$ cat src/rtl/spike_tx_pkg.sv
// Shared definitions for the spike word serializer and its receive-side deserializer.
// Byte order is fixed here: the low IO_WIDTH slice of a word goes out first.
package spike_tx_pkg;

  localparam logic [1:0] ST_IDLE = 2'd0;
  localparam logic [1:0] ST_LOAD = 2'd1;
  localparam logic [1:0] ST_SEND = 2'd2;
  localparam logic [1:0] ST_GAP  = 2'd3;

  localparam int unsigned DEF_IO_WIDTH  = 8;
  localparam int unsigned DEF_CNT_WIDTH = 1;

  function automatic int unsigned word_width(input int unsigned io_w, input int unsigned cnt_w);
    return io_w << cnt_w;
  endfunction

  function automatic int unsigned beats_per_word(input int unsigned cnt_w);
    return 32'd1 << cnt_w;
  endfunction

endpackage

$ cat src/rtl/spike_tx_frame_cnt.sv
// Frame position counters (t innermost, then column, then row) and last-word flag.
module spike_tx_frame_cnt
  import spike_tx_pkg::*;
#(
  parameter int unsigned HW_WIDTH = 5,
  parameter int unsigned T_WIDTH  = 5
) (
  input  logic                CLK,
  input  logic                RSTB,
  input  logic                load_i,
  input  logic                clr_i,
  input  logic                inc_i,
  input  logic [HW_WIDTH-1:0] hw_i,
  input  logic [T_WIDTH-1:0]  t_i,
  output logic                last_c_o
);

  logic [HW_WIDTH-1:0] hw_q, hw_d;
  logic [T_WIDTH-1:0]  t_max_q, t_max_d;
  logic [T_WIDTH-1:0]  t_q, t_d;
  logic [HW_WIDTH-1:0] col_q, col_d;
  logic [HW_WIDTH-1:0] row_q, row_d;

  always_comb begin
    hw_d    = hw_q;
    t_max_d = t_max_q;
    t_d     = t_q;
    col_d   = col_q;
    row_d   = row_q;
    if (load_i) begin
      hw_d    = hw_i;
      t_max_d = t_i;
      t_d     = '0;
      col_d   = '0;
      row_d   = '0;
    end else if (clr_i) begin
      t_d   = '0;
      col_d = '0;
      row_d = '0;
    end else if (inc_i) begin
      // Odometer walk: t wraps into column, column wraps into row.
      if (t_q != t_max_q) begin
        t_d = T_WIDTH'(t_q + T_WIDTH'(1));
      end else begin
        t_d = '0;
        if (col_q != hw_q) begin
          col_d = HW_WIDTH'(col_q + HW_WIDTH'(1));
        end else begin
          col_d = '0;
          row_d = (row_q == hw_q) ? '0 : HW_WIDTH'(row_q + HW_WIDTH'(1));
        end
      end
    end
  end

  always_ff @(posedge CLK or negedge RSTB) begin
    if (!RSTB) begin
      hw_q    <= '0;
      t_max_q <= '0;
      t_q     <= '0;
      col_q   <= '0;
      row_q   <= '0;
    end else begin
      hw_q    <= hw_d;
      t_max_q <= t_max_d;
      t_q     <= t_d;
      col_q   <= col_d;
      row_q   <= row_d;
    end
  end

  assign last_c_o = (t_q == t_max_q) && (col_q == hw_q) && (row_q == hw_q);

endmodule

$ cat src/rtl/spike_tx.sv
// Host-side spike word transmitter: valid/ready words in, IN_VALID/IN_SPIKE beats out,
// with frame counting, programmable inter-word gap and a frame-done pulse.
module spike_tx
  import spike_tx_pkg::*;
#(
  parameter int unsigned IO_WIDTH   = DEF_IO_WIDTH,
  parameter int unsigned CNT_WIDTH  = DEF_CNT_WIDTH,
  parameter int unsigned HW_WIDTH   = 5,
  parameter int unsigned T_WIDTH    = 5,
  parameter int unsigned GAP_WIDTH  = 4,
  localparam int unsigned WORD_WIDTH = word_width(IO_WIDTH, CNT_WIDTH)
) (
  input  logic                  CLK,
  input  logic                  RSTB,
  input  logic                  START,
  input  logic                  ABORT,
  input  logic [HW_WIDTH-1:0]   HW,
  input  logic [T_WIDTH-1:0]    T,
  input  logic [GAP_WIDTH-1:0]  GAP,
  input  logic                  S_VALID,
  output logic                  S_READY,
  input  logic [WORD_WIDTH-1:0] S_SPIKE,
  output logic                  OUT_VALID,
  output logic [IO_WIDTH-1:0]   OUT_SPIKE,
  output logic                  BUSY,
  output logic                  DONE
);

  localparam logic [CNT_WIDTH-1:0] BEAT_LAST = CNT_WIDTH'(beats_per_word(CNT_WIDTH) - 1);

  logic [1:0]            state_q, state_d;
  logic                  s_ready_q, s_ready_d;
  logic                  out_valid_q, out_valid_d;
  logic [IO_WIDTH-1:0]   out_spike_q, out_spike_d;
  logic                  busy_q, busy_d;
  logic                  done_q, done_d;
  logic [WORD_WIDTH-1:0] shift_q, shift_d;
  logic [CNT_WIDTH-1:0]  beat_q, beat_d;
  logic [GAP_WIDTH-1:0]  gap_cnt_q, gap_cnt_d;
  logic [GAP_WIDTH-1:0]  gap_len_q, gap_len_d;
  logic                  last_word_q, last_word_d;

  logic accept_c;
  logic load_word_c;
  logic cnt_load_c, cnt_clr_c, cnt_inc_c, cnt_last_c;

  assign accept_c = S_VALID & s_ready_q;

  spike_tx_frame_cnt #(
    .HW_WIDTH (HW_WIDTH),
    .T_WIDTH  (T_WIDTH)
  ) u_frame_cnt (
    .CLK      (CLK),
    .RSTB     (RSTB),
    .load_i   (cnt_load_c),
    .clr_i    (cnt_clr_c),
    .inc_i    (cnt_inc_c),
    .hw_i     (HW),
    .t_i      (T),
    .last_c_o (cnt_last_c)
  );

  // Next-state and registered-output logic; S_READY is pre-computed one cycle ahead.
  always_comb begin
    state_d     = state_q;
    s_ready_d   = 1'b0;
    out_valid_d = 1'b0;
    out_spike_d = '0;
    busy_d      = busy_q;
    done_d      = 1'b0;
    shift_d     = shift_q;
    beat_d      = beat_q;
    gap_cnt_d   = gap_cnt_q;
    gap_len_d   = gap_len_q;
    last_word_d = last_word_q;
    load_word_c = 1'b0;
    cnt_load_c  = 1'b0;
    cnt_clr_c   = 1'b0;
    cnt_inc_c   = 1'b0;

    unique case (state_q)
      ST_IDLE: begin
        if (START) begin
          state_d     = ST_LOAD;
          busy_d      = 1'b1;
          s_ready_d   = 1'b1;
          gap_len_d   = GAP;
          last_word_d = 1'b0;
          cnt_load_c  = 1'b1;
        end
      end
      ST_LOAD: begin
        s_ready_d = 1'b1;
        if (accept_c) load_word_c = 1'b1;
      end
      ST_SEND: begin
        if (beat_q != BEAT_LAST) begin
          beat_d      = CNT_WIDTH'(beat_q + CNT_WIDTH'(1));
          out_valid_d = 1'b1;
          out_spike_d = shift_q[IO_WIDTH-1:0];
          shift_d     = shift_q >> IO_WIDTH;
          s_ready_d   = (CNT_WIDTH'(beat_q + CNT_WIDTH'(1)) == BEAT_LAST) &&
                        !last_word_q && (gap_len_q == '0);
        end else if (last_word_q) begin
          state_d = ST_IDLE;
          busy_d  = 1'b0;
          done_d  = 1'b1;
        end else if (gap_len_q == '0) begin
          if (accept_c) begin
            load_word_c = 1'b1;
          end else begin
            state_d   = ST_LOAD;
            s_ready_d = 1'b1;
          end
        end else begin
          state_d   = ST_GAP;
          gap_cnt_d = GAP_WIDTH'(1);
          s_ready_d = (gap_len_q == GAP_WIDTH'(1));
        end
      end
      ST_GAP: begin
        if (gap_cnt_q == gap_len_q) begin
          if (accept_c) begin
            load_word_c = 1'b1;
          end else begin
            state_d   = ST_LOAD;
            s_ready_d = 1'b1;
          end
        end else begin
          gap_cnt_d = GAP_WIDTH'(gap_cnt_q + GAP_WIDTH'(1));
          s_ready_d = (GAP_WIDTH'(gap_cnt_q + GAP_WIDTH'(1)) == gap_len_q);
        end
      end
      default: state_d = ST_IDLE;
    endcase

    // Word capture: first beat goes straight to the output register.
    if (load_word_c) begin
      state_d     = ST_SEND;
      out_valid_d = 1'b1;
      out_spike_d = S_SPIKE[IO_WIDTH-1:0];
      shift_d     = S_SPIKE >> IO_WIDTH;
      beat_d      = '0;
      last_word_d = cnt_last_c;
      cnt_inc_c   = 1'b1;
      s_ready_d   = (BEAT_LAST == '0) && !cnt_last_c && (gap_len_q == '0);
    end

    if (ABORT) begin
      state_d     = ST_IDLE;
      s_ready_d   = 1'b0;
      out_valid_d = 1'b0;
      out_spike_d = '0;
      busy_d      = 1'b0;
      done_d      = 1'b0;
      shift_d     = '0;
      beat_d      = '0;
      gap_cnt_d   = '0;
      last_word_d = 1'b0;
      cnt_load_c  = 1'b0;
      cnt_inc_c   = 1'b0;
      cnt_clr_c   = 1'b1;
    end
  end

  always_ff @(posedge CLK or negedge RSTB) begin
    if (!RSTB) begin
      state_q     <= ST_IDLE;
      s_ready_q   <= 1'b0;
      out_valid_q <= 1'b0;
      out_spike_q <= '0;
      busy_q      <= 1'b0;
      done_q      <= 1'b0;
      shift_q     <= '0;
      beat_q      <= '0;
      gap_cnt_q   <= '0;
      gap_len_q   <= '0;
      last_word_q <= 1'b0;
    end else begin
      state_q     <= state_d;
      s_ready_q   <= s_ready_d;
      out_valid_q <= out_valid_d;
      out_spike_q <= out_spike_d;
      busy_q      <= busy_d;
      done_q      <= done_d;
      shift_q     <= shift_d;
      beat_q      <= beat_d;
      gap_cnt_q   <= gap_cnt_d;
      gap_len_q   <= gap_len_d;
      last_word_q <= last_word_d;
    end
  end

  assign S_READY   = s_ready_q;
  assign OUT_VALID = out_valid_q;
  assign OUT_SPIKE = out_spike_q;
  assign BUSY      = busy_q;
  assign DONE      = done_q;

endmodule

$ cat config.mk
export PLATFORM = sky130hd
export DESIGN_NAME = spike_tx
export DESIGN_NICKNAME = d
export VERILOG_FILES = /design/src/rtl/spike_tx_pkg.sv /design/src/rtl/spike_tx_frame_cnt.sv /design/src/rtl/spike_tx.sv
export SDC_FILE = /design/constraint.sdc
export NUM_CORES = 1
export LEC_CHECK = 0
export BUFFER_PORTS_ARGS = -buffer_cell sky130_fd_sc_hd__buf_2
export CORE_AREA = 4 4 84 86
export DETAILED_ROUTE_END_ITERATION = 12
export DIE_AREA = 0 0 88 90
export PLACE_DENSITY = 0.74
export SLEW_MARGIN = 20
export SYNTH_ARGS = -nofsm -noshare
export SYNTH_HDL_FRONTEND = slang
export SYNTH_SLANG_ARGS = --single-unit
$ cat constraint.sdc
create_clock -name CLK -period 2.05 [get_ports CLK]
set_input_delay 0.41 -clock CLK [delete_from_list [all_inputs] [get_ports CLK]]
set_output_delay 0.41 -clock CLK [all_outputs]
set_load 0.05 [all_outputs]
==> results of run 1 <==
-- state kept, by name (all words and copies together), names as in the netlist --
register	cells
shift_q	8
state_q	2
u_frame_cnt.hw_q	5
u_frame_cnt.t_q	5
gap_cnt_q	4
BUSY	1
S_READY	1
last_word_q	1
beat_q	1
u_frame_cnt.row_q	5
OUT_VALID	1
DONE	1
u_frame_cnt.t_max_q	5
OUT_SPIKE	8
gap_len_q	4
u_frame_cnt.col_q	5
-- routing by layer --
layer	part of all wire, %	up-vias	wire length [um]
li1	-	1322	-
met1	42	1379	3270
met2	49	91	3810
met3	7.1	19	548
met4	1.7	0	129
met5	0	-	0
-- report_power, final --
part / switching (uW) / internal, uW
registers: 218 / 1330
clock network: 494 / 683
logic: 1060 / 955
-- cell type report --
class                      instances  area share [%]
multi-input combinational        243            43.0
sequential                        57            35.7
timing repair buffer              81            13.2
clock buffer                       9            3.09
tap                               77            2.41
clock inverter                     7            2.34
inverter                           3           0.281
-- kinds of logic (layout without fill, tap and decap cells) --
family / after synthesis / after routing
AND/OR/NAND/NOR: 118 / 118
AO/OA/AOI/OAI: 77 / 77
flip-flops: 57 / 57
XOR/XNOR: 22 / 22
buffers and inverters: 22 / 100
multiplexers: 16 / 16
adder cells (fa/ha/maj): 10 / 10
-- path summary, 6_finish.rpt --
path                                          end              startpoint  slack, ns  depth (start not counted)
setup / recovery                       state_q[1]            gap_len_q[0]      -0.04                          6
hold / removal                       gap_cnt_q[2]                    RSTB       0.05                          1
setup reg to reg                       state_q[1]            gap_len_q[0]      -0.04                          6
hold reg to reg            u_frame_cnt.t_max_q[1]  u_frame_cnt.t_max_q[1]       0.53                          1
max in group asynchronous      u_frame_cnt.t_q[2]                    RSTB       1.42                          2
min in group CLK                     OUT_SPIKE[5]              S_SPIKE[5]       0.29                          3
-- layout by cell type, fill, tap and decap left out, drive strengths merged, types with 4 or more instances in the layout --
cell	n
a21oi	41
and2	7
buf	81
clkbuf	9
dfrtp	57
ha	10
inv	4
mux2	14
nand2	28
nand3	29
nand4	9
nor2	9
nor2b	8
nor3	7
o21ai	6
o31ai	5
o41ai	5
or4	5
xor2	20
-- critical path: stages (launching register included) --
cell       delay [ns]
dfrtp_2          0.46
xor2_2           0.20
or4_4            0.55
a2111oi_4        0.37
buf_4            0.21
a31oi_4          0.07
o31a_2           0.12
-- metrics by stage --
stage	worst slack [ns]	cell area, um^2	setup TNS, ns	util (%)	hold WS (ns)
after floorplan	-0.0122	3160	-0.0163	-	0.114
after global placement	0.0301	3650	0	58.1	0.427
after detailed placement	-0.0847	3650	-0.221	58.1	0.435
after CTS	0.000806	3910	0	62.3	0.0660
after global routing	-0.0874	4000	-0.992	63.8	0.0880
final	-0.0395	4000	-0.0694	63.8	0.0537
-- what timing repair did --
item                       CTS  global route
setup buffers                3             2
pin swaps                    2             3
resized for setup            5            13
setup endpoints to repair   13            26
==> qor.csv, run 1 <==
stage,metric,value,unit
worst_setup_path,CP Max Fanout,3,
worst_setup_path,crit end category,flip-flop,
placed_design,gpl congestion,0.944,
final_layout,share of cells above drive strength 1,33.8,%
timing,Final Hold Viols,0,
grt,met1 Track Usage GR,25.2,%
route,post-route ant nets,0,
grt,GRT overflow,0,
route,DR pass1 iterations,4,
floorplanning,core area,6280,um^2
power,"Power, Total",4740,uW
cts,total CTS buffers,9,
cts,clk buf depth,2,
yosys,Synth cell types,47,
status,failing checks,setup timing,
placed_design,hpwl dp,5.29,mm
grt,initial antenna violation count,0,
timing,period utilisation layout,102,%
floorplanning,Die Ht,90,um
yosys,Post-Synth Simple-Gate Area,19.7,%
placed_design,Cells after DPL,456,
yosys,"top cells by area, synth","dfrtp_1 (45%), a21oi_1 (6.5%), xor2_1 (5.6%)",
route,DRC,0,
placed_design,PortBufs,46,
grt,met3 Use GR,4.57,%
power,PwrDens,1180,nW/um^2
cts,cts hold-fix bufs,0,
yosys,"Seq/Total Area, Yosys",45.4,%
yosys,Synth Warn #,0,
worst_hold_path,hold crit path type,input pin to asynchronous set/reset pin,
worst_setup_path,Worst EP required,2.29,ns
final_layout,sequential cell area,1430,um^2
worst_setup_path,crit path DAT,2.33,ns
job,max-cap violations,0,
timing,unrepaired setup endpoints after global routing,yes,
yosys,Compound-Gate Fraction of Synth Area,16.2,%
cts,CTS tree,built,
timing,Final WS setup,-0.0395,ns
yosys,"EDFF count, synth",0,
yosys,adder-cell share of the synthesized area,3.98,%
yosys,fraction of registers with async set/reset,100,%
grt,first-pass GRT wire length,12.5,mm
route,Initial DRC Count,101,
final_layout,Multi-input gate area,1720,um^2
route,routed vias,2811,
status,status,"finished, violations left",
final_layout,antenna cells,0,
final_layout,Fillers,515,
yosys,Avg Inst Size Synth,9.76,um^2
timing,Slew HR,61.6,%
yosys,synthesized area,3140,um^2
worst_setup_path,crit path launch type,flip-flop,
timing,Setup Viol. Count Final,3,
final_layout,fin cells,477,
cts,CTS Sinks,57,
floorplanning,Die W,88,um
grt,largest net degree at the start of global routing,35,
yosys,Synth Flop Type,dfrtp_1,
cts,htree depth,3,
route,DR vias/cell,5.89,
yosys,synthesis-stage register bit count,57,
yosys,Synth top cells by count,"dfrtp_1 (57), a21oi_1 (41), nand3_1 (29), nand2_1 (28), xor2_1 (20)",
cts,root buffer cell,clkbuf_8,
yosys,Synth Area in XOR/XNOR,6.13,%
floorplanning,Starting Density,50.1,%
floorplanning,Std-Cell Rows,29,
grt,vias in the first global route,2716,
yosys,Synth area leader,dfrtp_1,
route,Post-Route WL,7.76,mm
yosys,"count leader, synth",dfrtp_1,
timing,fin. max-slew vios,0,
power,VDD IR-drop max,721,uV
grt,gr usage total,19.8,%
grt,gr busiest metal,met2,
cts,clk slew on worst S/H paths,0.07,ns
timing,Slew @ Worst Pin,0.575,ns
final_layout,Nets,440,
yosys,mux share of post-synthesis cell area,5.65,%
route,wire per inst,16.3,um
timing,Final min period,2.09,ns
yosys,top cell type's share of synthesized area,45.4,%
worst_setup_path,critical path class,flip-flop to flip-flop,
final_layout,Synth-to-Final Area Change,27.3,%
cts,clk_lat worst skew,0.35,ns
floorplanning,Ports,47,
grt,met2 track demand over resource,31.8,%
yosys,main combinational cell family by area after synthesis,simple AND/OR/NAND/NOR gates,
floorplanning,Die Area,7920,um^2
timing,clk_skew,0.0116,ns
yosys,Post-Syn Instances,322,
timing,fmax,479,MHz
power,Lkg Pwr,0.00180,uW
yosys,Mapped Nets,367,
(Power assumes the default switching activity.)
==> inputs of run 2 (changes only) <==
--- a/config.mk
+++ b/config.mk
@@ -6,10 +6,12 @@
 export NUM_CORES = 1
 export LEC_CHECK = 0
 export BUFFER_PORTS_ARGS = -buffer_cell sky130_fd_sc_hd__buf_2
-export CORE_AREA = 4 4 84 86
+export CELL_PAD_IN_SITES_DETAIL_PLACEMENT = 2
+export CELL_PAD_IN_SITES_GLOBAL_PLACEMENT = 2
+export CORE_AREA = 4 4 105 107
 export DETAILED_ROUTE_END_ITERATION = 12
-export DIE_AREA = 0 0 88 90
-export PLACE_DENSITY = 0.74
+export DIE_AREA = 0 0 109 111
+export PLACE_DENSITY_LB_ADDON = 0.1
 export SLEW_MARGIN = 20
 export SYNTH_ARGS = -nofsm -noshare
 export SYNTH_HDL_FRONTEND = slang
==> run 2 against run 1 <==
The flow still finishes with violations (setup timing). Routed wire length increased by 32%. Total power decreased by 0.26%. Clock-buffer cell count is the same. Maximum frequency down 2.8%. Worst hold slack gained 0.00097 ns. Combinational power about the same. First-iteration DRC count did not move. Die area increased by 53%. Sequential power barely moved. Register-to-register slack lost 0.06 ns.
==> qor.csv, run 2 (synthesis results as in run 1) <==
stage,metric,value,unit
route,post-route ant nets,0,
status,failing checks,setup timing,
route,Post-Route WL,10.2,mm
timing,unrepaired setup endpoints after global routing,yes,
worst_setup_path,Critical R2R Capture,u_frame_cnt.t_q[4],
route,routed vias,2853,
worst_setup_path,Reg-to-Reg Start,gap_len_q[1],
final_layout,design area,4170,um^2
cts,total CTS buffers,9,
timing,Final min period,2.15,ns
placed_design,Setup WS pre-CTS,-0.0726,ns
grt,GRT overflow,0,
timing,fin. max-slew vios,0,
floorplanning,Die Ht,111,um
placed_design,Cells after DPL,523,
placed_design,gpl congestion,0.781,
final_layout,most frequent cells in the layout,"dfrtp_1 (54), buf_2 (46), buf_4 (42), a21oi_1 (37), nand3_1 (29)",
status,status,"finished, violations left",
power,"Power, Total",4730,uW
final_layout,share of cells above drive strength 1,38.1,%
final_layout,sequential cell area,1430,um^2
worst_setup_path,Worst EP required,2.32,ns
timing,period utilisation layout,105,%
cts,root buffer cell,clkbuf_8,
cts,htree depth,3,
floorplanning,Die W,109,um
worst_setup_path,critical path class,flip-flop to flip-flop,
placed_design,PortBufs,46,
placed_design,placed instance area,3780,um^2
power,Lkg Pwr,0.00182,uW
grt,gr usage total,17.9,%
floorplanning,core area,10100,um^2
route,DR pass1 iterations,4,
cts,CTS tree,built,
worst_setup_path,"CP delay by family, top",simple AND/OR/NAND/NOR gates,
timing,Slew @ Worst Pin,0.456,ns
grt,vias in the first global route,3282,
cts,cts hold-fix bufs,0,
worst_hold_path,hold crit path type,input pin to asynchronous set/reset pin,
final_layout,Multi-input gate area,1770,um^2
timing,Hold WS,0.0546,ns
grt,initial antenna violation count,0,
cts,clk slew on worst S/H paths,0.08,ns
worst_setup_path,crit path DAT,2.42,ns
grt,first-pass GRT wire length,17.0,mm
worst_setup_path,Worst R2R Setup Slack,-0.1,ns
worst_setup_path,crit end category,flip-flop,
floorplanning,Die Area,12100,um^2
floorplanning,Starting Density,31.0,%
timing,clk_skew,0.0143,ns
worst_setup_path,crit path max-delay cell type,or4_1,
worst_setup_path,CP Max Fanout,15,
timing,fmax,465,MHz
final_layout,"most common cell after layout, fill and taps aside",dfrtp_1,
final_layout,antenna cells,0,
cts,clk_lat worst skew,0.35,ns
placed_design,hpwl dp,6.98,mm
timing,Setup Viol. Count Final,8,
route,Initial DRC Count,101,
timing,Final WS setup,-0.0994,ns
final_layout,Fillers,1109,
floorplanning,Ports,47,
cts,clk buf depth,2,
grt,largest net degree at the start of global routing,58,
power,VDD IR-drop max,370,uV
job,max-cap violations,0,
final_layout,Nets,449,
worst_setup_path,crit-path cells,"xor2_2, nor4_2, buf_4, a22oi_2, buf_12, or4_1, a31oi_1",
route,wire per inst,18.7,um
final_layout,Synth-to-Final Area Change,32.7,%
timing,Slew HR,69.5,%
worst_setup_path,Worst Setup SP,gap_len_q[1],
cts,CTS Sinks,57,
route,DRC,0,
power,PwrDens,1130,nW/um^2
worst_setup_path,worst stage delay on the critical path,0.50,ns
final_layout,fin cells,545,
floorplanning,Std-Cell Rows,37,
timing,Final Hold Viols,0,
route,DR vias/cell,5.23,
worst_setup_path,crit path launch type,flip-flop,
worst_setup_path,worst path bufs/invs,2,
worst_setup_path,Reg2Reg Depth,7,
-- run 2: cell types whose count changed in the layout (fill, tap and decap cells not counted), moves of 3 or more --
cell / before / now
a21oi_2: 1 / 4
buf_6: 3 / 0
a21oi_1: 40 / 37
o31ai_1: 5 / 2
buf_4: 30 / 42
-- run 2: worst max-delay path by stage --
stage,cells past startpoint,slack (ns),end
6_report,7,-0.1,u_frame_cnt.t_q[4]
5_1_grt,7,-0.21,u_frame_cnt.t_q[4]
4_1_cts,5,-0.02,state_q[0]
3_5_place_dp,7,-0.07,u_frame_cnt.col_q[0]
3_3_place_gp,7,-0.02,last_word_q
2_1_floorplan,8,-0.01,u_frame_cnt.t_q[3]
-- run 2: timing repair --
item,4_1_cts,5_1_grt
hold endpoints to repair,0,0
buffers inserted,5,1
setup endpoints to repair,9,25
gates resized for setup,14,15
pin swaps,7,2
-- run 2: cell type report --
| type | count | share of cell area (%) |
|---|---|---|
| clock buffer | 9 | 2.97 |
| multi-input combinational | 243 | 42.5 |
| tap | 136 | 4.08 |
| inverter | 3 | 0.270 |
| sequential | 57 | 34.3 |
| clock inverter | 7 | 1.89 |
| timing repair buffer | 90 | 14.0 |
-- run 2: layer usage --
metal  share of wire (%)  track usage (%)
met2                  53             31.9
met4                 1.5             5.56
met5                   0                0
met3                 3.0             3.32
met1                  43             21.6
-- run 2: where the power goes --
part / internal [uW] / switching [uW] / total (uW)
Combinational: 938 / 1090 / 2030
Clock: 571 / 560 / 1130
Sequential: 1330 / 232 / 1560
-- run 2: per-stage QoR --
step / utilization (%) / TNS, ns
6_report: 41.2 / -0.486
5_1_grt: 41.2 / -2.49
4_1_cts: 40.3 / -0.0425
3_5_place_dp: 37.3 / -0.277
3_3_place_gp: 37.3 / -0.0214
2_1_floorplan: - / -0.0163
-- run 2: worst register-to-register path: stages (launching register included) --
cell     delay [ns]
dfrtp_2        0.46
xor2_2         0.18
nor4_2         0.35
buf_4          0.19
a22oi_2        0.08
buf_12         0.16
or4_1          0.50
a31oi_1        0.14
==> inputs of run 3 (changes only) <==
--- a/config.mk
+++ b/config.mk
@@ -12,6 +12,7 @@
 export DETAILED_ROUTE_END_ITERATION = 12
 export DIE_AREA = 0 0 109 111
 export PLACE_DENSITY_LB_ADDON = 0.1
+export REMOVE_ABC_BUFFERS = 1
 export SLEW_MARGIN = 20
 export SYNTH_ARGS = -nofsm -noshare
 export SYNTH_HDL_FRONTEND = slang
==> run 3 against run 2 <==
The flow still finishes with violations (setup timing). Non-clock buffer count is 5 higher. Register-to-register slack is essentially flat. Maximum frequency is 0.59% higher. Clock skew down 0.0031 ns. Sequential share of layout area decreased by 0.57 points. Critical path depth down 1. Global-route usage is 0.67 points lower. Setup slack better by 0.013 ns. Total power increased by 4.3%. Combinational power up 8%. First-iteration DRC count is 57% lower. Largest cell class unchanged.
==> qor.csv, run 3 (synthesis results as in run 1) <==
stage,metric,value,unit
power,Flop pwr share,31.2,%
timing,fmax,468,MHz
final_layout,Final Util,41.8,%
placed_design,PortBufs,46,
floorplanning,Std-Cell Rows,37,
placed_design,hpwl dp,7.15,mm
cts,CTS Sinks,57,
worst_setup_path,crit path DAT,2.33,ns
route,Post-Route WL,9.84,mm
grt,vias in the first global route,3230,
grt,first-pass GRT wire length,16.6,mm
timing,clk_skew,0.0112,ns
cts,clk buf depth,2,
timing,Slew @ Worst Pin,0.463,ns
power,VDD IR-drop max,532,uV
power,internal power,3100,uW
floorplanning,core area,10100,um^2
power,PwrDens,1160,nW/um^2
final_layout,Synth-to-Final Area Change,34.9,%
grt,largest net degree at the start of global routing,25,
cts,total CTS buffers,9,
route,routed vias,2803,
power,clock power share,24.2,%
worst_hold_path,hold crit path type,input pin to asynchronous set/reset pin,
worst_setup_path,crit path launch type,flip-flop,
final_layout,Nets,454,
cts,CTS tree,built,
grt,gr usage total,17.3,%
timing,Slew HR,68.7,%
final_layout,share of cells above drive strength 1,36.8,%
cts,clk slew on worst S/H paths,0.07,ns
timing,Final min period,2.14,ns
floorplanning,Starting Density,31.0,%
placed_design,gpl congestion,0.790,
worst_setup_path,critical path class,flip-flop to flip-flop,
job,max-cap violations,0,
timing,Hold WS,0.0247,ns
route,post-route ant nets,0,
floorplanning,Ports,47,
timing,Final Hold Viols,0,
timing,Setup Viol. Count Final,9,
final_layout,Fillers,1084,
final_layout,"most common cell after layout, fill and taps aside",dfrtp_1,
power,combinational share of power,44.6,%
cts,root buffer cell,clkbuf_8,
power,switching power,1830,uW
status,status,"finished, violations left",
worst_setup_path,CP Max Fanout,15,
final_layout,most frequent cells in the layout,"dfrtp_1 (54), buf_2 (46), buf_4 (42), a21oi_1 (39), nand3_1 (29)",
route,DRC,0,
grt,GRT overflow,0,
route,wire per inst,17.9,um
route,DR vias/cell,5.11,
timing,unrepaired setup endpoints after global routing,yes,
cts,cts hold-fix bufs,0,
route,DR pass1 iterations,4,
floorplanning,Die Area,12100,um^2
power,Switching Share,37.2,%
timing,period utilisation layout,104,%
power,Lkg Pwr,0.00188,uW
route,Initial DRC Count,43,
final_layout,antenna cells,0,
placed_design,Cells after DPL,530,
timing,fin. max-slew vios,0,
status,failing checks,setup timing,
timing,Final WS setup,-0.0868,ns
worst_setup_path,crit end category,flip-flop,
floorplanning,Die Ht,111,um
cts,htree depth,3,
grt,initial antenna violation count,0,
final_layout,fin cells,549,
floorplanning,Die W,109,um
worst_setup_path,Worst EP required,2.25,ns
cts,clk_lat worst skew,0.34,ns
run 3: area by class of cell:
type / instances / area [um^2] / share of cell area [%]
multi-input combinational: 243 / 1750 / 41.3
sequential: 57 / 1430 / 33.7
inverter: 3 / 11.3 / 0.265
tap: 136 / 170 / 4.01
clock inverter: 5 / 80.1 / 1.89
timing repair buffer: 95 / 659 / 15.5
clock buffer: 10 / 138 / 3.24
run 3: metal layers:
| layer | track usage [%] | vias to the layer above | routed length [um] |
|---|---|---|---|
| li1 | - | 1341 | - |
| met1 | 20.4 | 1409 | 4190 |
| met2 | 31.5 | 41 | 5230 |
| met3 | 4.14 | 12 | 280 |
| met4 | 3.03 | 0 | 147 |
| met5 | 0 | - | 0 |
run 3: final timing paths:
path                                        start                      to  slack [ns]  cells after the start
setup / recovery                     gap_len_q[0]    u_frame_cnt.row_q[4]       -0.09                      6
hold / removal                               RSTB              shift_q[2]        0.02                      1
setup reg to reg                     gap_len_q[0]    u_frame_cnt.row_q[4]       -0.09                      6
hold reg to reg            u_frame_cnt.t_max_q[2]  u_frame_cnt.t_max_q[2]        0.53                      1
max in group asynchronous                    RSTB     u_frame_cnt.hw_q[0]        1.43                      2
min in group CLK                      S_SPIKE[11]              shift_q[3]        0.30                      3
run 3: timing repair:
item | CTS | global route
pin swaps | 2 | 5
buffers inserted | 1 | 3
hold endpoints to repair | 0 | 0
gates resized for setup | 7 | 26
endpoints found under the setup margin | 37 | 39
run 3: critical path: stages (launching register included):
cell and delay (ns):
dfrtp_1 0.43, nor4_2 0.40, a31o_2 0.25, a22oi_2 0.10, buf_12 0.16, o41ai_1 0.51, o41ai_2 0.15
run 3: through the flow:
stage / power, uW / TNS [ns] / area [um^2] / setup slack (ns)
3_5_place_dp: 3500 / -1.84 / 3830 / -0.174
4_1_cts: 4800 / -0.178 / 4080 / -0.0585
3_3_place_gp: 3430 / -0.680 / 3830 / -0.117
5_1_grt: 5290 / -1.71 / 4240 / -0.188
6_report: 4930 / -0.317 / 4240 / -0.0868
2_1_floorplan: 2610 / -14.58 / 3060 / -0.672
run 3: power by group through the flow:
stage          Sequential (uW)  Clock, uW  Combinational, uW
3_5_place_dp              1540          0               1960
3_3_place_gp              1520          0               1900
6_report                  1540       1190               2200
4_1_cts                   1520       1240               2040
2_1_floorplan             1580          0               1030
5_1_grt                   1570       1300               2420
